File: src/rtl/modmul_pkg.sv
// modmul_pkg: shared widths, defaults and controller state encoding for the modular multiplier host.
package modmul_pkg;
  localparam int OP_W = 256;
  localparam int WORD_W = 32;
  localparam int N_WORDS = OP_W / WORD_W;
  localparam int TIMEOUT_CYC = 1024;
  typedef enum logic [2:0] {IDLE, LOAD, START, WAIT, DRAIN} state_e;
endpackage

File: src/rtl/modmul_word_shifter.sv
// modmul_word_shifter: full-width register with parallel load and right shift by one stream word.
module modmul_word_shifter #(
  parameter int OP_W = modmul_pkg::OP_W,
  parameter int WORD_W = modmul_pkg::WORD_W
) (
  input  logic            clk_i,
  input  logic            rst_i,
  input  logic            load_i,
  input  logic            shift_i,
  input  logic [OP_W-1:0] data_i,
  output logic [OP_W-1:0] q_o
);
  logic [OP_W-1:0] q_q;
  always_ff @(posedge clk_i or posedge rst_i)
    if (rst_i) q_q <= '0;
    else if (load_i) q_q <= data_i;
    else if (shift_i) q_q <= q_q >> WORD_W;
  assign q_o = q_q;
endmodule

File: src/rtl/modmul_host_ctrl.sv
// modmul_host_ctrl: assembles streamed operand words, runs one multiplier start/done handshake
// with a timeout, and streams the captured result back out least-significant word first.
module modmul_host_ctrl #(
  parameter int OP_W = modmul_pkg::OP_W,
  parameter int WORD_W = modmul_pkg::WORD_W,
  parameter int TIMEOUT_CYC = modmul_pkg::TIMEOUT_CYC
) (
  input  logic              clk_i,
  input  logic              rst_i,
  input  logic              in_valid_i,
  output logic              in_ready_o,
  input  logic [WORD_W-1:0] in_data_i,
  output logic              out_valid_o,
  input  logic              out_ready_i,
  output logic [WORD_W-1:0] out_data_o,
  output logic              mm_start_o,
  output logic [OP_W-1:0]   mm_x_o,
  output logic [OP_W-1:0]   mm_y_o,
  input  logic [OP_W-1:0]   mm_q_i,
  input  logic              mm_done_i,
  output logic              busy_o,
  output logic              timeout_err_o
);
  import modmul_pkg::*;
  localparam int N = OP_W / WORD_W;
  localparam int NW = $clog2(N);
  localparam int CW = NW + 1;
  localparam int TW = $clog2(TIMEOUT_CYC + 1);
  state_e          state_q;
  logic [CW-1:0]   cnt_q;
  logic [TW-1:0]   tmo_q;
  logic [OP_W-1:0] x_q, y_q, res_q;
  logic            in_ready_q, out_valid_q, mm_start_q, busy_q, err_q;
  logic            in_fire, out_fire, cap;
  assign in_fire = in_valid_i & in_ready_q;
  assign out_fire = out_valid_q & out_ready_i;
  assign cap = (state_q == WAIT) & mm_done_i;
  // Outputs are registered alongside the state so they change on the same edge as the transition.
  always_ff @(posedge clk_i or posedge rst_i)
    if (rst_i) begin
      state_q <= IDLE;
      cnt_q <= '0;
      tmo_q <= '0;
      x_q <= '0;
      y_q <= '0;
      in_ready_q <= 1'b0;
      out_valid_q <= 1'b0;
      mm_start_q <= 1'b0;
      busy_q <= 1'b0;
      err_q <= 1'b0;
    end else begin
      mm_start_q <= 1'b0;
      case (state_q)
        IDLE: begin
          state_q <= LOAD;
          in_ready_q <= 1'b1;
        end
        LOAD: if (in_fire) begin
          err_q <= 1'b0;
          if (cnt_q[CW-1]) y_q[WORD_W*int'(cnt_q[NW-1:0]) +: WORD_W] <= in_data_i;
          else x_q[WORD_W*int'(cnt_q[NW-1:0]) +: WORD_W] <= in_data_i;
          cnt_q <= cnt_q + 1'b1;
          if (cnt_q == CW'(2*N-1)) begin
            cnt_q <= '0;
            state_q <= START;
            in_ready_q <= 1'b0;
            mm_start_q <= 1'b1;
            busy_q <= 1'b1;
          end
        end
        START: begin
          state_q <= WAIT;
          tmo_q <= '0;
        end
        WAIT: if (mm_done_i) begin
          state_q <= DRAIN;
          out_valid_q <= 1'b1;
        end else if (tmo_q == TW'(TIMEOUT_CYC-1)) begin
          state_q <= LOAD;
          err_q <= 1'b1;
          in_ready_q <= 1'b1;
          busy_q <= 1'b0;
        end else tmo_q <= tmo_q + 1'b1;
        DRAIN: if (out_fire) begin
          cnt_q <= cnt_q + 1'b1;
          if (cnt_q == CW'(N-1)) begin
            cnt_q <= '0;
            state_q <= LOAD;
            out_valid_q <= 1'b0;
            in_ready_q <= 1'b1;
            busy_q <= 1'b0;
          end
        end
        default: state_q <= IDLE;
      endcase
    end
  modmul_word_shifter #(.OP_W(OP_W), .WORD_W(WORD_W)) u_res (
    .clk_i(clk_i),
    .rst_i(rst_i),
    .load_i(cap),
    .shift_i(out_fire),
    .data_i(mm_q_i),
    .q_o(res_q)
  );
  assign in_ready_o = in_ready_q;
  assign out_valid_o = out_valid_q;
  assign out_data_o = res_q[WORD_W-1:0];
  assign mm_start_o = mm_start_q;
  assign mm_x_o = x_q;
  assign mm_y_o = y_q;
  assign busy_o = busy_q;
  assign timeout_err_o = err_q;
endmodule
File: config.mk
export PLATFORM = sky130hd
export DESIGN_NAME = modmul_host_ctrl
export DESIGN_NICKNAME = d
export VERILOG_FILES = /design/src/rtl/modmul_pkg.sv /design/src/rtl/modmul_word_shifter.sv /design/src/rtl/modmul_host_ctrl.sv
export SDC_FILE = /design/constraint.sdc
export NUM_CORES = 2
export LEC_CHECK = 0
export ABC_AREA = 1
export CAP_MARGIN = 30
export CORE_AREA = 4 4 324 326
export CTS_CLUSTER_DIAMETER = 150
export DETAILED_ROUTE_END_ITERATION = 16
export DIE_AREA = 0 0 328 330
export HOLD_SLACK_MARGIN = 0.05
export SYNTH_ARGS = -nofsm -noshare
export SYNTH_HDL_FRONTEND = slang
export SYNTH_SLANG_ARGS = --single-unit
File: constraint.sdc
create_clock -name clk_i -period 29.3 [get_ports clk_i]
set_input_delay 4.395 -clock clk_i [delete_from_list [all_inputs] [get_ports clk_i]]
set_output_delay 4.395 -clock clk_i [all_outputs]
set_load 0.005 [all_outputs]
==> impl_metrics.json <==
{
  "post-synth-top-area-fraction_pct": 59.01,
  "numPortBuffers": 841,
  "hold_class": "reg -> reg",
  "synth_simple_gate_area_share_pct": 30.89,
  "max-clock-path-buffers": 3,
  "cts_inserted_buffers": 90,
  "reg2reg_to": "mm_x_o[183]$_DFFE_PP0P_",
  "layout_worst_path_cycle_share_pct": 25.76,
  "post-route-worst-setup-slack_ns": 21.75,
  "maxClockFrequency_mhz": 132.5,
  "worst_hold_startpoint": "mm_x_o[186]$_DFFE_PP0P_",
  "clk_pin_slew_worst_paths_ns": 0.06,
  "timing_max_transition_violations_final": 0,
  "vias": 30520,
  "drt_pre_antenna_iters": 6,
  "grt_use_total_pct": 25.63,
  "nNetsFinal": 4695,
  "pin_count": 842,
  "die_w_um": 328,
  "initial_utilization_pct": 32.97,
  "worst_setup_path_start_kind": "input pin",
  "area_growth_syn_to_layout_pct": 36.26,
  "post_synthesis_average_cell_area_sq_um": 8.919,
  "postSynthNetCount": 4059,
  "cts_resized": 0,
  "grt_setup_unrepaired": "no",
  "netlist_instances": 3761,
  "tns_ns": 0,
  "post-synth-top-count-cell": "nand3_1",
  "finish.instance_area_sq_um": 45710,
  "drtAntennaViolNets": 0,
  "rr_startpoint": "cnt_q[0]$_DFFE_PP0P_",
  "slew_headroom_pct": 23.26,
  "final_hold_viol_count": 0,
  "wl_per_cell_um": 24.49,
  "synth.ff_latch_count": 791,
  "seq_area_frac_synth_pct": 59.01,
  "timing.hold.worst_endpoint": "mm_x_o[186]$_DFFE_PP0P_",
  "worst_clk_skew_ns": 0.02224,
  "synth_commonest_cells": "1273 x nand3_1, 928 x nand2_1, 791 x dfrtp_1",
  "synth_compound_gate_area_share_pct": 4.152,
  "number_of_synthesized_flops_with_an_enable_pin": 0,
  "setup_viol": 0,
  "asyncSetResetFlopFracSynth_pct": 100.0,
  "routed_via_density": 5.222,
  "filler_cell_count_in_the_final_layout": 9836,
  "placedCellCount": 5670,
  "netlist.top_cell.by_area": "dfrtp_1",
  "timing.reg2reg.setup_slack_ns": 24.75,
  "worstPathMaxFanout": 159,
  "synthXorXnorAreaFrac_pct": 0.07833,
  "placeableCoreArea_sq_um": 101700,
  "combinational_family_with_the_most_area_after_synthesis": "simple AND/OR/NAND/NOR gates",
  "max-cap-violations": 0,
  "clock_latency_ns": 0.67,
  "dpl.hpwl_um": 100300,
  "cell_area_reported_after_detailed_placement_sq_um": 42500,
  "ff2ff_path_depth": 10,
  "synthMuxAreaShare_pct": 0,
  "fp-row-count": 117,
  "post-cts-setup-buffer-count": 0,
  "instances_no_fill": 5845,
  "drc": 0,
  "syn-cell-area_sq_um": 33540,
  "ir_drop_mv": 0.04725,
  "congestion_overflow_gr": 0,
  "leakage_nw": 21.29,
  "tritoncts": "yes",
  "finalWirelength_um": 143100,
  "cellPowerDensity_nw_per_um2": 91.16,
  "grt_start_max_net_pins": 227,
  "min_period_ns": 7.547,
  "utilization_pct": 44.93,
  "die_footprint_sq_um": 108200,
  "result_of_the_run": "complete, no violations",
  "holdBufCountCts": 0,
  "pre_cts_ws_ns": 20.20,
  "synth.distinct_cells": 32,
  "cp.arrival_ns": 8.21,
  "clock-root-buffer": "clkbuf_16",
  "grt_pass1_wl_um": 207400,
  "gp_routability_congestion": 0.9038,
  "cts_num_sinks": 791,
  "layout-drive-gt1-share_pct": 5.036,
  "drt_iter0_markers": 2974,
  "cts-htree-levels": 3,
  "synth.area.top_cells": "dfrtp_1 59%, nand3_1 19%, nand2_1 10%, o21ai_0 2.2%, o21ai_1 1.8%",
  "worstSetupEndpointType": "async pin",
  "cp_data_required_time_ns": 29.97,
  "grt_antenna_before_repair": 11,
  "tightest_slew_ns": 1.151,
  "post_synth_fa_ha_maj_area_fraction_pct": 0.1865,
  "yosys_warnings": 0,
  "hold_depth": 2,
  "vias_in_the_first_global_route": 29480,
  "worstSetupPathType": "in -> async",
  "die_height_um": 330,
  "ys_dominant_reg_cell": "dfrtp_1"
}
[layer usage]
| metal | vias up | wire (um) | track usage (%) | part of all wire, % |
|---|---|---|---|---|
| li1 | 13950 | - | - | - |
| met1 | 15090 | 54380 | 31.24 | 38 |
| met2 | 1243 | 68500 | 41.77 | 48 |
| met3 | 233 | 13950 | 8.588 | 9.7 |
| met4 | 4 | 6284 | 10.64 | 4.4 |
| met5 | - | 24 | 0 | 0.017 |
[state kept, by name, summed over array words and instances (netlist names), 3 cells and up]
name and flops:
tmo_q 11, u_res.q_o 256, mm_y_o 256, state_q 3
cnt_q 4, mm_x_o 256
[critical path: stages]
cell	delay, ns
clkdlybuf4s50_1	0.49
inv_8	0.12
buf_4	0.59
buf_4	0.82
buf_12	0.59
buf_4	0.81
[worst max path at each step]
stage          startpoint  cells past startpoint  slack, ns                 endpoint
5_1_grt             rst_i                      6      21.21  mm_x_o[225]$_DFFE_PP0P_
3_5_place_dp        rst_i                      6      20.20  mm_y_o[109]$_DFFE_PP0P_
4_1_cts             rst_i                      6      20.95  mm_y_o[109]$_DFFE_PP0P_
6_report            rst_i                      6      21.75  mm_y_o[109]$_DFFE_PP0P_
3_3_place_gp        rst_i                      6      20.22  mm_y_o[107]$_DFFE_PP0P_
2_1_floorplan       rst_i                      1       2.69       busy_o$_DFFE_PP0P_
[stage by stage]
| stage | hold WS (ns) | power (mW) |
|---|---|---|
| final | 0.4680 | 4.167 |
| after global routing | 0.4933 | 4.375 |
| after CTS | 0.4722 | 4.194 |
| after detailed placement | 0.4572 | 2.985 |
| after global placement | 0.4533 | 2.971 |
| after floorplan | 0.4636 | 2.230 |
[report_power, final]
part           switching (mW)  total (mW)  internal, mW
Sequential              0.240        1.64          1.40
Clock                   0.485        1.19         0.708
Combinational           0.778        1.33         0.556
Total                    1.50        4.17          2.66
[layout make-up]
type / count / area, sq um / area share [%]
clock buffers: 129 / 2640 / 5.776
diodes: 9 / 22.52 / 0.04927
multi-input cells: 2571 / 11900 / 26.03
repair buffers: 885 / 8942 / 19.56
clock inverters: 34 / 460.4 / 1.007
inverters: 58 / 240.2 / 0.5256
well taps: 1368 / 1712 / 3.745
flip-flops and latches: 791 / 19790 / 43.31
[cells by family after synthesis]
group,Yosys count
xor+xnor,3
compound gates,277
fa+ha+maj,5
flops,791
buf+inv,399
simple gates,2286
[placed cells by master (no fill, tap or decap), drive strengths merged, types with 4 or more instances in the layout]
master / Yosys / final
nand3: 1279 / 1279
nand2: 934 / 934
clkdlybuf4s50: 0 / 840
dfrtp: 791 / 791
o21ai: 270 / 270
clkbuf: 138 / 130
inv: 58 / 63
nor2: 59 / 59
buf: 203 / 44
clkinv: 0 / 18
diode: 0 / 9
bufinv: 0 / 9
ha: 5 / 5
nor3: 5 / 5
nand4: 4 / 4
a21oi: 4 / 4
No activity file was read; power rests on OpenSTA's default activity.
